===== src/rtl/seq_decoder_pkg.sv =====
// Shared mode/state encodings and width helper for the registered select decoder.
package seq_decoder_pkg;

  localparam logic [1:0] MODE_OFF       = 2'b00;
  localparam logic [1:0] MODE_DIRECT    = 2'b01;
  localparam logic [1:0] MODE_SCAN_UP   = 2'b10;
  localparam logic [1:0] MODE_SCAN_DOWN = 2'b11;

  typedef enum logic [1:0] {IDLE, DIRECT, SCAN} state_t;

  function automatic int clog2(input int v);
    int r;
    r = 0;
    for (int i = 0; i < 31; i++)
      if ((1 << i) < v) r = i + 1;
    return r;
  endfunction

endpackage


===== src/rtl/seq_decoder_n_if.sv =====
// Control/select bundle between a driver and the seq_decoder_n block.
interface seq_decoder_n_if #(parameter int N = 2);
  logic              en;
  logic [1:0]        mode;
  logic [N-1:0]      a;
  logic              load;
  logic [2**N-1:0]   b;
  logic [N-1:0]      idx;
  logic              valid;
  logic              wrap;

  modport master (output en, mode, a, load, input  b, idx, valid, wrap);
  modport slave  (input  en, mode, a, load, output b, idx, valid, wrap);
endinterface


===== src/rtl/onehot_dec.sv =====
// Combinational N-to-2^N decode; ACTIVE_LOW inverts every line (one-cold).
module onehot_dec #(
  parameter int N          = 2,
  parameter int ACTIVE_LOW = 0
) (
  input  logic [N-1:0]    sel,
  output logic [2**N-1:0] y
);
  localparam int W = 2**N;
  localparam logic [W-1:0] ONE = {{(W-1){1'b0}}, 1'b1};
  localparam logic [W-1:0] POL = (ACTIVE_LOW != 0) ? '1 : '0;

  assign y = (ONE << sel) ^ POL;
endmodule


===== src/rtl/seq_decoder_n.sv =====
// Registered N-to-2^N select decoder with off, direct-load and up/down auto-scan modes.
module seq_decoder_n
  import seq_decoder_pkg::*;
#(
  parameter int N          = 2,
  parameter int ACTIVE_LOW = 0,
  parameter int DWELL      = 1
) (
  input  logic           clk,
  input  logic           rst_n,
  seq_decoder_n_if.slave bus
);
  localparam int W  = 2**N;
  localparam int CW = clog2(DWELL + 1);
  localparam logic [CW-1:0] DLAST = CW'(DWELL - 1);
  localparam logic [W-1:0]  INACT = (ACTIVE_LOW != 0) ? '1 : '0;

  state_t        state, state_nxt;
  logic          dir_q;
  logic [N-1:0]  idx_q, idx_nxt;
  logic [CW-1:0] cnt_q, cnt_nxt;
  logic          wrap_q, wrap_nxt, valid_q, chg, up;
  logic [W-1:0]  b_q, dec;

  // Decode the index that will be registered, so b tracks idx in the same edge.
  onehot_dec #(.N(N), .ACTIVE_LOW(ACTIVE_LOW)) u_dec (.sel(idx_nxt), .y(dec));

  always_comb begin
    state_nxt = IDLE;
    idx_nxt   = idx_q;
    cnt_nxt   = '0;
    wrap_nxt  = 1'b0;
    up        = (bus.mode == MODE_SCAN_UP);
    case (bus.mode)
      MODE_OFF:    state_nxt = IDLE;
      MODE_DIRECT: state_nxt = DIRECT;
      default:     state_nxt = SCAN;
    endcase
    // Flipping scan direction counts as a mode change even though state stays SCAN.
    chg = (state_nxt != state) || (state_nxt == SCAN && dir_q != bus.mode[0]);
    case (state_nxt)
      IDLE: ;
      DIRECT: if (bus.load) idx_nxt = bus.a;
      default: begin
        if (bus.load) idx_nxt = bus.a;
        else if (!chg) begin
          if (cnt_q == DLAST) begin
            idx_nxt  = up ? idx_q + 1'b1 : idx_q - 1'b1;
            wrap_nxt = up ? &idx_q : ~|idx_q;
          end else begin
            cnt_nxt = cnt_q + 1'b1;
          end
        end
      end
    endcase
  end

  always_ff @(posedge clk or negedge rst_n) begin
    if (!rst_n) begin
      state   <= IDLE;
      dir_q   <= 1'b0;
      idx_q   <= '0;
      cnt_q   <= '0;
      wrap_q  <= 1'b0;
      valid_q <= 1'b0;
      b_q     <= INACT;
    end else if (bus.en) begin
      state  <= state_nxt;
      dir_q  <= bus.mode[0];
      idx_q  <= idx_nxt;
      cnt_q  <= cnt_nxt;
      wrap_q <= wrap_nxt;
      if (state_nxt == IDLE) begin
        valid_q <= 1'b0;
        b_q     <= INACT;
      end else begin
        valid_q <= 1'b1;
        b_q     <= dec;
      end
    end
  end

  assign bus.b     = b_q;
  assign bus.idx   = idx_q;
  assign bus.valid = valid_q;
  assign bus.wrap  = wrap_q;
endmodule


===== src/flat_wrapper.sv =====
// flat-port wrapper written by rule: the top's interface ports become plain ports
module seq_decoder_n_flat import seq_decoder_pkg::*;
#(
  parameter int N          = 2,
  parameter int ACTIVE_LOW = 0,
  parameter int DWELL      = 1
)
  (clk, rst_n, bus_en, bus_mode, bus_a, bus_load, bus_b, bus_idx, bus_valid, bus_wrap);
  seq_decoder_n_if #(.N(N)) bus_i ();
  input  logic clk;
  input  logic rst_n;
  input wire logic [$bits(bus_i.en)-1:0] bus_en;
  input wire logic [$bits(bus_i.mode)-1:0] bus_mode;
  input wire logic [$bits(bus_i.a)-1:0] bus_a;
  input wire logic [$bits(bus_i.load)-1:0] bus_load;
  output wire logic [$bits(bus_i.b)-1:0] bus_b;
  output wire logic [$bits(bus_i.idx)-1:0] bus_idx;
  output wire logic [$bits(bus_i.valid)-1:0] bus_valid;
  output wire logic [$bits(bus_i.wrap)-1:0] bus_wrap;
  assign bus_i.en = bus_en;
  assign bus_i.mode = bus_mode;
  assign bus_i.a = bus_a;
  assign bus_i.load = bus_load;
  assign bus_b = bus_i.b;
  assign bus_idx = bus_i.idx;
  assign bus_valid = bus_i.valid;
  assign bus_wrap = bus_i.wrap;
  seq_decoder_n #(.N(N), .ACTIVE_LOW(ACTIVE_LOW), .DWELL(DWELL)) u_core (.clk(clk), .rst_n(rst_n), .bus(bus_i));
endmodule

===== config.mk =====
export PLATFORM = sky130hd
export DESIGN_NAME = seq_decoder_n_flat
export DESIGN_NICKNAME = d
export VERILOG_FILES = /design/src/rtl/seq_decoder_pkg.sv /design/src/rtl/seq_decoder_n_if.sv /design/src/rtl/onehot_dec.sv /design/src/rtl/seq_decoder_n.sv /design/src/flat_wrapper.sv
export SDC_FILE = /design/constraint.sdc
export NUM_CORES = 1
export LEC_CHECK = 0
export BUFFER_PORTS_ARGS = -buffer_cell sky130_fd_sc_hd__buf_2
export CAP_MARGIN = 5
export CORE_UTILIZATION = 30
export CTS_CLUSTER_DIAMETER = 60
export DETAILED_ROUTE_END_ITERATION = 16
export SYNTH_ARGS = -nofsm -noshare
export SYNTH_HDL_FRONTEND = slang
export SYNTH_SLANG_ARGS = --single-unit

===== constraint.sdc =====
create_clock -name clk -period 1.79 [get_ports clk]
set_input_delay 0.179 -clock clk [delete_from_list [all_inputs] [get_ports clk]]
set_output_delay 0.179 -clock clk [all_outputs]
set_load 0.01 [all_outputs]

==> results of run 1 <==
==> state kept, by name (all words and copies together), names as in the netlist <==
register          cells
u_core.dir_q          1
u_core.bus.wrap       1
u_core.bus.valid      1
u_core.bus.idx        2
u_core.bus.b          4
u_core.state          2
==> stage by stage <==
step	util, %	total power (uW)	TNS, ps	hold WS [ps]	cells
3_3_place_gp	36.5	664	0	60.1	119
6_report	41.0	878	0	311	126
3_5_place_dp	36.5	669	-10.0	71.1	119
2_1_floorplan	-	568	0	-117	78
5_1_grt	41.0	948	-177	310	126
4_1_cts	38.3	848	0	302	124
==> worst max-delay path, delay by kind of cell (launching register included) <==
family	cells	cell delay, ps
and+or+nand+nor	2	700
DFF	1	410
AOI/OAI and AO/OA	2	300
muxes	1	260
==> final cells by class <==
class,count,area [um2]
inverters,9,33.8
repair buffers,22,130
flip-flops and latches,11,275
well taps,28,35.0
clock buffers,4,26.3
multi-input cells,52,423
fillers,239,1330
==> layer usage <==
| layer | vias to the layer above | part of all wire, % | track usage (%) |
|---|---|---|---|
| met3 | 0 | 6.3 | 4.76 |
| met1 | 306 | 50 | 21.9 |
| met2 | 21 | 44 | 19.0 |
| li1 | 324 | - | - |
| met4 | 0 | 0 | 6.76 |
| met5 | - | 0 | 0 |
==> logic make-up after synthesis <==
logic type	after synthesis	share of synthesized area, %
and+or+nand+nor	23	19.5
xor gates and xnor gates	1	1.20
AOI/OAI and AO/OA	24	23.4
DFF	11	37.6
buffers and inverters	15	12.3
muxes	4	5.98
==> synth_stat cells, types with 2 or more instances <==
master | n | area (um2)
a21oi_1 | 4 | 20.0
nand2_1 | 6 | 22.5
nor4_1 | 2 | 12.5
mux2_2 | 3 | 33.8
inv_1 | 9 | 33.8
o31ai_1 | 2 | 15.0
o22ai_1 | 4 | 25.0
a211o_1 | 2 | 17.5
clkbuf_8 | 2 | 27.5
o21ai_0 | 4 | 20.0
nor2_1 | 2 | 7.51
dfrtp_1 | 11 | 275
nand3b_1 | 2 | 15.0
nor2b_1 | 2 | 12.5
==> repair_timing <==
item	4_1_cts	5_1_grt
endpoints found under the hold margin	11	0
endpoints found under the setup margin	1	4
hold buffers	1	0
pin swaps	0	2
setup buffers	0	2
gates resized for setup	1	7
cloned	0	0
==> power by group <==
| group | internal [uW] | total [uW] | switching (uW) |
|---|---|---|---|
| combinational | 185 | 371 | 186 |
| clock | 86.2 | 166 | 79.9 |
| sequential | 294 | 341 | 47.0 |
==> final timing paths <==
path	start	end	slack, ps	depth (start not counted)
max in group asynchronous	rst_n	u_core.bus.idx[0]	1270	2
min reg2reg	u_core.bus.valid	u_core.bus.valid	520	2
min	rst_n	u_core.bus.b[2]	310	2
min in group clk	bus_en	u_core.bus.wrap	320	2
max	u_core.state[1]	u_core.bus.idx[1]	2	5
max reg2reg	u_core.state[1]	u_core.bus.idx[1]	2	5
==> results by group, run 1 <==
Clock tree
  • CTS tree: done
  • Clock Latency Late Sink: 260 ps
  • Worst-path clk slew: roughly 70 ps
  • Number of CTS-inserted buffers: 3
  • H-tree Lvls: 1
  • Root buf cell: clkbuf_4
  • Clock Path Buffers: 2
  • Num Clock Sinks: 11

Layout
  • Share of layout cells above drive strength 1: 37.8%
  • Most frequent cells in the layout: buf_2 (15), dfrtp_1 (11), inv_1 (9)
  • Syn-to-layout area delta: 26.2%
  • Design Area, Final: 923 um2
  • Final net count: 107
  • ANT cells: 0
  • Most common cell after layout, fill and taps aside: buf_2

Logic synthesis
  • Synthesized area: 732 um2
  • Yosys warns: 0
  • Post-Synthesis Cells: 78
  • Syn_nets: 86
  • Post-synth EDFFs: 0
  • Distinct cells, synth: 37
  • Ys async rst share: 100%
  • FF+latch count, synth: 11
  • Post-Syn Area per Cell: about 9.4 um2
  • Synth Flop Type: dfrtp_1
  • Seq/Total Area, Yosys: 37.6%

Drt
  • WL/cell: 13.6 um
  • DRC Markers: 0
  • DRT Wirelength: 1.71 mm
  • Initial detailed-routing violation count: 13
  • Post-DRT Antenna Nets: 0
  • Via count: 651
  • Via density: between 5 and 6
  • First-pass DRT Iterations: 4

Die
  • IO Count: 16
  • Site row count: 17
  • Die area: about 2600 um2
  • Core area: roughly 2300 um2
  • Die height: 51.4 um
  • Starting Density: 32.5%
  • Chip width: approximately 51 um

Timing
  • Final Skew: 1.94 ps
  • Finish-stage setup viols: 0
  • RSZ-0062 raised after global routing: yes
  • Max frequency: 559 MHz
  • Pins Over Slew Limit: 0
  • Final hold violations: 0
  • Final worst-path cycle share: ~100%
  • Worst Tran Pin Value: 419 ps
  • Slew margin rel.: 71.9%
  • Post-layout min period: around 1800 ps
  • PnR worst setup slack: roughly 2.0 ps

Run
  • # Max-Cap Violations: 0

Pwr
  • Worst vdd ir: 390 uV
  • PwrDens: 951 nW/um2
  • Leak pwr: between 0.0004 and 0.0005 uW

Placed design
  • DP Area: roughly 820 um2
  • GP Congestion: 0.843
  • Pre-CTS setup slack: -10.0 ps
  • DP Wirelength: 1.24 mm
  • PortBufs: 15

Setup path
  • Crit. End Element: flip-flop
  • Worst Path Arrival: 1940 ps
  • Worst path required time: 1940 ps
  • Critical path type: flip-flop to flip-flop
  • Slowest CP cell: or4b_4
  • Crit-path cells: or4b_4, o2bb2ai_4, o2111ai_2, nor3b_4, mux2_4
  • Crit-path max FO: 5
  • Worst path max stage delay: 510 ps
  • Startpoint types: flip-flop

Min path
  • Hold Path Class: input pin to asynchronous set/reset pin

Global routing
  • Vias in the first global route: 560
  • Initial antenna violation count: 0
  • Largest net degree at the start of global routing: 18
  • GR Util All Layers: 14.8%
  • First-pass GRT wire length: 2.79 mm
  • GRT Residual Overflow: 0

Run status
  • Status: finished clean
Power figures use the tool's default switching activity.
==> run 2, diff against run 1 <==
--- a/config.mk
+++ b/config.mk
@@ -12,4 +12,5 @@
 export DETAILED_ROUTE_END_ITERATION = 16
 export SYNTH_ARGS = -nofsm -noshare
 export SYNTH_HDL_FRONTEND = slang
+export SYNTH_HIERARCHICAL = 1
 export SYNTH_SLANG_ARGS = --single-unit
==> results by group, run 2 <==
Clock tree
  • Worst-path clk slew: 70 ps (about the same)
  • CTS tree: done (unchanged)
  • Clock Path Buffers: 2 (unchanged)
  • Num Clock Sinks: 11 (unchanged)
  • Clock Latency Late Sink: 260 ps (about the same)
  • H-tree Lvls: 1 (unchanged)
  • Number of CTS-inserted buffers: 3 (unchanged)
  • Root buf cell: clkbuf_4 (unchanged)

Die
  • Core area: 2280 um2 (was 2250 um2)
  • Die height: 51.7 um (was 51.4 um)
  • Die area: 2680 um2 (was 2640 um2)
  • IO Count: 16 (unchanged)
  • Starting Density: 32.6% (was 32.5%)
  • Chip width: 51.7 um (was 51.4 um)
  • Site row count: 17 (unchanged)

Setup path
  • Startpoint types: flip-flop (unchanged)
  • Worst path max stage delay: 410 ps (was 510 ps)
  • Worst Path Arrival: 1980 ps (was 1940 ps)
  • Worst path buffer plus inverter count: 0 (unchanged)
  • Worst path required time: 1930 ps (was 1940 ps)
  • R2r startpoint: u_core/state[1] (was u_core.state[1])
  • Crit path depth: 7 (was 5)
  • Crit-path max FO: 4 (was 5)
  • Crit path capture: u_core/bus.b[1] (was u_core.bus.idx[1])
  • Slowest CP cell: dfrtp_1 (was or4b_4)
  • Crit. End Element: flip-flop (unchanged)
  • FF-to-FF setup slack: -40 ps (was 2 ps)
  • Critical path type: flip-flop to flip-flop (unchanged)
  • R2R Path End: u_core/bus.b[1] (was u_core.bus.idx[1])
  • CP top delay family: simple AND/OR/NAND/NOR gates (unchanged)
  • Crit-path cells: or3_4, a211oi_4, nor4b_2, nor3b_4, and2b_2, nand2_1, o22ai_1 (was or4b_4, o2bb2ai_4, o2111ai_2, nor3b_4, mux2_4)
  • Path depth of the worst reg2reg path: 7 (was 5)
  • Crit path from: u_core/state[1] (was u_core.state[1])

Logic synthesis
  • Area fraction of the dominant cell type after synthesis: 37.1% (was 37.6%)
  • Synth Area in XOR/XNOR: 1.18% (was 1.20%)
  • Post-Synth Simple-Gate Area: 30.5% (was 19.5%)
  • Complex-gate fraction of the synthesized area: 19.9% (was 23.4%)
  • Post-synth EDFFs: 0 (unchanged)
  • Ys async rst share: 100% (unchanged)
  • Syn_nets: 92 (was 86)
  • Synth Flop Type: dfrtp_1 (unchanged)
  • Post-Synthesis Cells: 84 (was 78)
  • Leading area contributor after synthesis: dfrtp_1 (unchanged)
  • Commonest cells post-synth: dfrtp_1 (11), inv_1 (6), nor2_1 (6) (was dfrtp_1 (11), inv_1 (9), nand2_1 (6))
  • Yosys warns: 6 (was 0)
  • Area contributors post-synth: dfrtp_1 (37%), o22ai_1 (4.2%), o21ai_0 (3.4%), buf_6 (3.0%), inv_1 (3.0%) (was dfrtp_1 (38%), inv_1 (4.6%), mux2_2 (4.6%), clkbuf_8 (3.8%), o22ai_1 (3.4%))
  • Post-Syn Area per Cell: 8.83 um2 (was 9.38 um2)
  • Most common cell in the netlist: dfrtp_1 (unchanged)
  • Seq/Total Area, Yosys: 37.1% (was 37.6%)
  • Largest family of logic cells by synthesized area: simple AND/OR/NAND/NOR gates (was compound AO/OA/AOI/OAI gates)
  • Synthesized area: 742 um2 (was 732 um2)
  • FF+latch count, synth: 11 (unchanged)
  • Mux cell area share after synthesis: 3.04% (was 5.98%)
  • Distinct cells, synth: 38 (was 37)
  • Adder-cell area share of the yosys netlist: 0% (unchanged)

Drt
  • WL/cell: 13.8 um (was 13.6 um)
  • DRT Wirelength: 1.89 mm (was 1.71 mm)
  • Via count: 694 (was 651)
  • DRC Markers: 0 (unchanged)
  • Post-DRT Antenna Nets: 0 (unchanged)
  • Initial detailed-routing violation count: 10 (was 13)
  • First-pass DRT Iterations: 4 (unchanged)
  • Via density: 5.07 (was 5.17)

Layout
  • Design Area, Final: 1000 um2 (was 923 um2)
  • Most frequent cells in the layout: buf_2 (15), buf_4 (10), dfrtp_1 (10) (was buf_2 (15), dfrtp_1 (11), inv_1 (9))
  • Fin cells: 137 (was 126)
  • Most common cell after layout, fill and taps aside: buf_2 (unchanged)
  • Final net count: 118 (was 107)
  • ANT cells: 0 (unchanged)
  • Share of layout cells above drive strength 1: 42.2% (was 37.8%)
  • Syn-to-layout area delta: 34.7% (was 26.2%)
  • Final core utilization: 43.9% (was 41.0%)
  • Fillers: 233 (was 239)
  • Max reg flops: 4 (unchanged)

Placed design
  • PortBufs: 15 (unchanged)
  • Dpl cells: 129 (was 119)
  • GP Congestion: 0.763 (was 0.843)
  • DP Area: 878 um2 (was 823 um2)
  • DP Wirelength: 1.27 mm (was 1.24 mm)

Global routing
  • Vias in the first global route: 663 (was 560)
  • GRT Residual Overflow: 0 (unchanged)
  • GR Util All Layers: 15.3% (was 14.8%)
  • Initial antenna violation count: 0 (unchanged)
  • Largest net degree at the start of global routing: 20 (was 18)
  • First-pass GRT wire length: 3.07 mm (was 2.79 mm)

Pwr
  • Sw Pwr: 272 uW (was 313 uW)
  • Final Power: 792 uW (was 878 uW)
  • PwrDens: 792 nW/um2 (was 951 nW/um2)
  • Logic pwr share: 38.2% (was 42.3%)
  • Internal power: 519 uW (was 565 uW)
  • Sw Share: 34.4% (was 35.7%)
  • Worst vdd ir: 532 uV (was 390 uV)
  • Clk pwr share: 20.8% (was 18.9%)
  • Reg power frac: 41.0% (was 38.8%)
  • Leak pwr: 0.000439 uW (was 0.000419 uW)

Timing
  • Worst Tran Pin Value: 347 ps (was 419 ps)
  • Slew margin rel.: 76.7% (was 71.9%)
  • RSZ-0062 raised after global routing: yes (unchanged)
  • Max frequency: 545 MHz (was 559 MHz)
  • Post-layout min period: 1830 ps (was 1790 ps)
  • Final hold violations: 0 (unchanged)
  • Final Hold Slack: 180 ps (was 311 ps)
  • PnR worst setup slack: -44.4 ps (was 1.95 ps)
  • Final worst-path cycle share: 102% (was 99.9%)
  • Pins Over Slew Limit: 0 (unchanged)
  • Finish-stage setup viols: 2 (was 0)
  • Final Skew: 0.943 ps (was 1.94 ps)

Run
  • # Max-Cap Violations: 0 (unchanged)

Min path
  • Hold Path Class: input pin to flip-flop (was input pin to asynchronous set/reset pin)

Run status
  • Status: finished, violations left (was finished clean)
  • Violated checks: negative setup slack
[run 2: logic make-up after synthesis]
logic type,after synthesis
compound gates,22
mux,2
buf+inv,12
simple gates,36
flops,11
xor+xnor,1
[run 2: area by class of cell]
type / count / area, um2 / share of cell area [%]
tap: 28 / 35.0 / 3.50
inverter: 6 / 22.5 / 2.25
sequential: 11 / 277 / 27.7
timing repair buffer: 27 / 171 / 17.1
clock buffer: 4 / 26.3 / 2.63
multi-input combinational: 61 / 468 / 46.8
[run 2: timing repair]
action,CTS,global route
buffers inserted,3,1
hold endpoints to repair,11,0
hold buffers,1,0
endpoints found under the setup margin,2,5
resized for setup,3,12
pin swaps,3,7
[run 2: routing by layer]
layer | share of wire (%) | track usage [%] | vias to the layer above
li1 | - | - | 351
met1 | 46 | 19.6 | 334
met2 | 51 | 25.8 | 9
met3 | 2.8 | 4.39 | 0
met4 | 0 | 2.70 | 0
met5 | 0 | 0 | -
[run 2: tightest hold or removal path, delay by kind of cell]
| kind | cells | cell delay (ps) |
|---|---|---|
| AOI/OAI and AO/OA | 1 | 70 |
| buffers and inverters | 1 | 90 |
| and+or+nand+nor | 1 | 60 |
[run 2: metrics by stage]
stage | setup WS, ps | setup TNS (ps)
CTS | -51.5 | -51.5
finish | -44.4 | -46.8
floorplan | 32.2 | 0
global route | -123 | -352
global placement | 17.0 | 0
detailed placement | -57.7 | -57.7
[run 2: power groups by stage]
stage,clock (uW),combinational (uW),sequential [uW]
6_report,164,302,325
5_1_grt,191,337,332
4_1_cts,172,276,321
3_5_place_dp,0,259,327
3_3_place_gp,0,254,324
2_1_floorplan,0,158,334
[run 2: worst min-delay path by stage]
stage | from | endpoint | cells after the start
5_1_grt | bus_en | u_core/state[1] | 3
2_1_floorplan | rst_n | u_core/bus.b[0] | 0
6_report | bus_en | u_core/state[1] | 3
3_5_place_dp | rst_n | u_core/bus.b[3] | 1
4_1_cts | bus_en | u_core/state[1] | 3
3_3_place_gp | rst_n | u_core/bus.b[2] | 1
==> run 3, diff against run 2 <==
==> constraint.sdc (replaced) <==
create_clock -name clk -period 1.9 [get_ports clk]
set_input_delay 0.19 -clock clk [delete_from_list [all_inputs] [get_ports clk]]
set_output_delay 0.19 -clock clk [all_outputs]
set_load 0.01 [all_outputs]
==> results by group, run 3 (synthesis gave the netlist of run 2 again) <==
Timing
  • RSZ-0062 raised after global routing: yes (unchanged)
  • Final Skew: 4.44 ps (was 0.943 ps)
  • Pins Over Slew Limit: 0 (unchanged)
  • Max frequency: 520 MHz (was 545 MHz)
  • Final worst-path cycle share: 101% (was 102%)
  • Worst Tran Pin Value: 507 ps (was 347 ps)
  • Final hold violations: 0 (unchanged)
  • PnR worst setup slack: -22.4 ps (was -44.4 ps)
  • Slew margin rel.: 65.9% (was 76.7%)
  • Post-layout min period: 1920 ps (was 1830 ps)
  • Final Hold Slack: 167 ps (was 180 ps)
  • Finish-stage setup viols: 2 (unchanged)

Setup path
  • Worst path required time: 2060 ps (was 1930 ps)
  • Startpoint types: flip-flop (unchanged)
  • Worst Path Arrival: 2080 ps (was 1980 ps)
  • Critical path type: flip-flop to flip-flop (unchanged)
  • Crit path from: u_core/state[1] (unchanged)
  • Crit. End Element: flip-flop (unchanged)
  • Crit-path max FO: 4 (unchanged)
  • R2r startpoint: u_core/state[1] (unchanged)

Placed design
  • GP Congestion: 0.756 (was 0.763)
  • PortBufs: 15 (unchanged)
  • DP Area: 873 um2 (was 878 um2)
  • DP Wirelength: 1.21 mm (was 1.27 mm)

Pwr
  • Final Power: 757 uW (was 792 uW)
  • Worst vdd ir: 360 uV (was 532 uV)
  • PwrDens: 754 nW/um2 (was 792 nW/um2)
  • Leak pwr: 0.000440 uW (was 0.000439 uW)

Global routing
  • Vias in the first global route: 618 (was 663)
  • GRT Residual Overflow: 0 (unchanged)
  • GR Util All Layers: 14.0% (was 15.3%)
  • Initial antenna violation count: 0 (unchanged)
  • First-pass GRT wire length: 2.82 mm (was 3.07 mm)
  • Largest net degree at the start of global routing: 20 (unchanged)

Drt
  • Initial detailed-routing violation count: 10 (unchanged)
  • DRT Wirelength: 1.80 mm (was 1.89 mm)
  • Post-DRT Antenna Nets: 0 (unchanged)
  • First-pass DRT Iterations: 4 (unchanged)
  • WL/cell: 12.9 um (was 13.8 um)
  • Via density: 5.09 (was 5.07)
  • Via count: 708 (was 694)
  • DRC Markers: 0 (unchanged)

Layout
  • ANT cells: 0 (unchanged)
  • Share of layout cells above drive strength 1: 45.0% (was 42.2%)
  • Final net count: 120 (was 118)
  • Max reg flops: 4 (unchanged)
  • Most frequent cells in the layout: buf_2 (15), buf_4 (13), dfrtp_1 (9) (was buf_2 (15), buf_4 (10), dfrtp_1 (10))
  • Syn-to-layout area delta: 35.2% (was 34.7%)
  • Final core utilization: 44.1% (was 43.9%)
  • Design Area, Final: 1000 um2 (about the same)
  • Most common cell after layout, fill and taps aside: buf_2 (unchanged)

Clock tree
  • Num Clock Sinks: 11 (unchanged)
  • CTS tree: done (unchanged)
  • Clock Latency Late Sink: 270 ps (was 260 ps)
  • Number of CTS-inserted buffers: 3 (unchanged)
  • H-tree Lvls: 1 (unchanged)
  • Root buf cell: clkbuf_4 (unchanged)
  • Clock Path Buffers: 2 (unchanged)
  • Worst-path clk slew: 70 ps (about the same)

Die
  • Chip width: 51.7 um (unchanged)
  • Site row count: 17 (unchanged)
  • Starting Density: 32.6% (unchanged)
  • Core area: 2280 um2 (unchanged)
  • IO Count: 16 (unchanged)
  • Die height: 51.7 um (unchanged)
  • Die area: 2680 um2 (unchanged)

Run status
  • Violated checks: negative setup slack (unchanged)
  • Status: finished, violations left (unchanged)

Run
  • # Max-Cap Violations: 0 (unchanged)

Min path
  • Worst Min Path Start: bus_en (unchanged)
  • Hold Path Class: input pin to flip-flop (unchanged)
==> run 3: worst paths after layout <==
kind / to / slack, ps / cells after the start
worst max-delay path: u_core/bus.b[3] / -20 / 8
worst min-delay path: u_core/state[1] / 170 / 3
worst max register to register: u_core/bus.b[3] / -20 / 8
worst min register to register: u_core/bus.valid / 530 / 2
max in group asynchronous: u_core/state[0] / 1360 / 2
min in group asynchronous: u_core/bus.valid / 310 / 2
==> run 3: routing by layer <==
metal / GRT usage, % / wire, um
met5: 0 / 0
met4: 2.70 / 41
met1: 19.0 / 841
met3: 4.39 / 66
met2: 21.6 / 851
==> run 3: critical path, cell delays in order (launching register included) <==
cell,delay (ps)
dfrtp_1,400
or3_4,350
a211oi_4,310
o311ai_2,150
nor3b_2,190
buf_4,140
and2_2,150
nand2_1,50
o22ai_1,60
==> run 3: where the power goes <==
| part | internal [uW] | switching, uW |
|---|---|---|
| Clock | 81.4 | 81.8 |
| Sequential | 270 | 35.4 |
| Combinational | 145 | 143 |
| Total | 497 | 260 |
==> run 3: stage by stage <==
stage / setup WS (ps) / setup TNS, ps / std cells
after floorplan: 57.8 / 0 / 84
after global placement: 14.5 / 0 / 129
after detailed placement: -56.4 / -56.4 / 129
after CTS: -31.8 / -38.4 / 136
after global routing: -86.8 / -310 / 139
final: -22.4 / -23.7 / 139
==> run 3: what timing repair did <==
action | 4_1_cts | 5_1_grt
pin swaps | 2 | 2
resized for setup | 4 | 9
hold buffers | 1 | 0
setup buffers | 2 | 3
setup endpoints to repair | 3 | 4
endpoints found under the hold margin | 11 | 0
==> run 3: cell type report <==
type,instances,area (um2)
fill,231,1270
multi-input combinational,61,459
sequential,11,278
timing repair buffer,29,183
tap,28,35.0
clock buffer,4,26.3
inverter,6,22.5
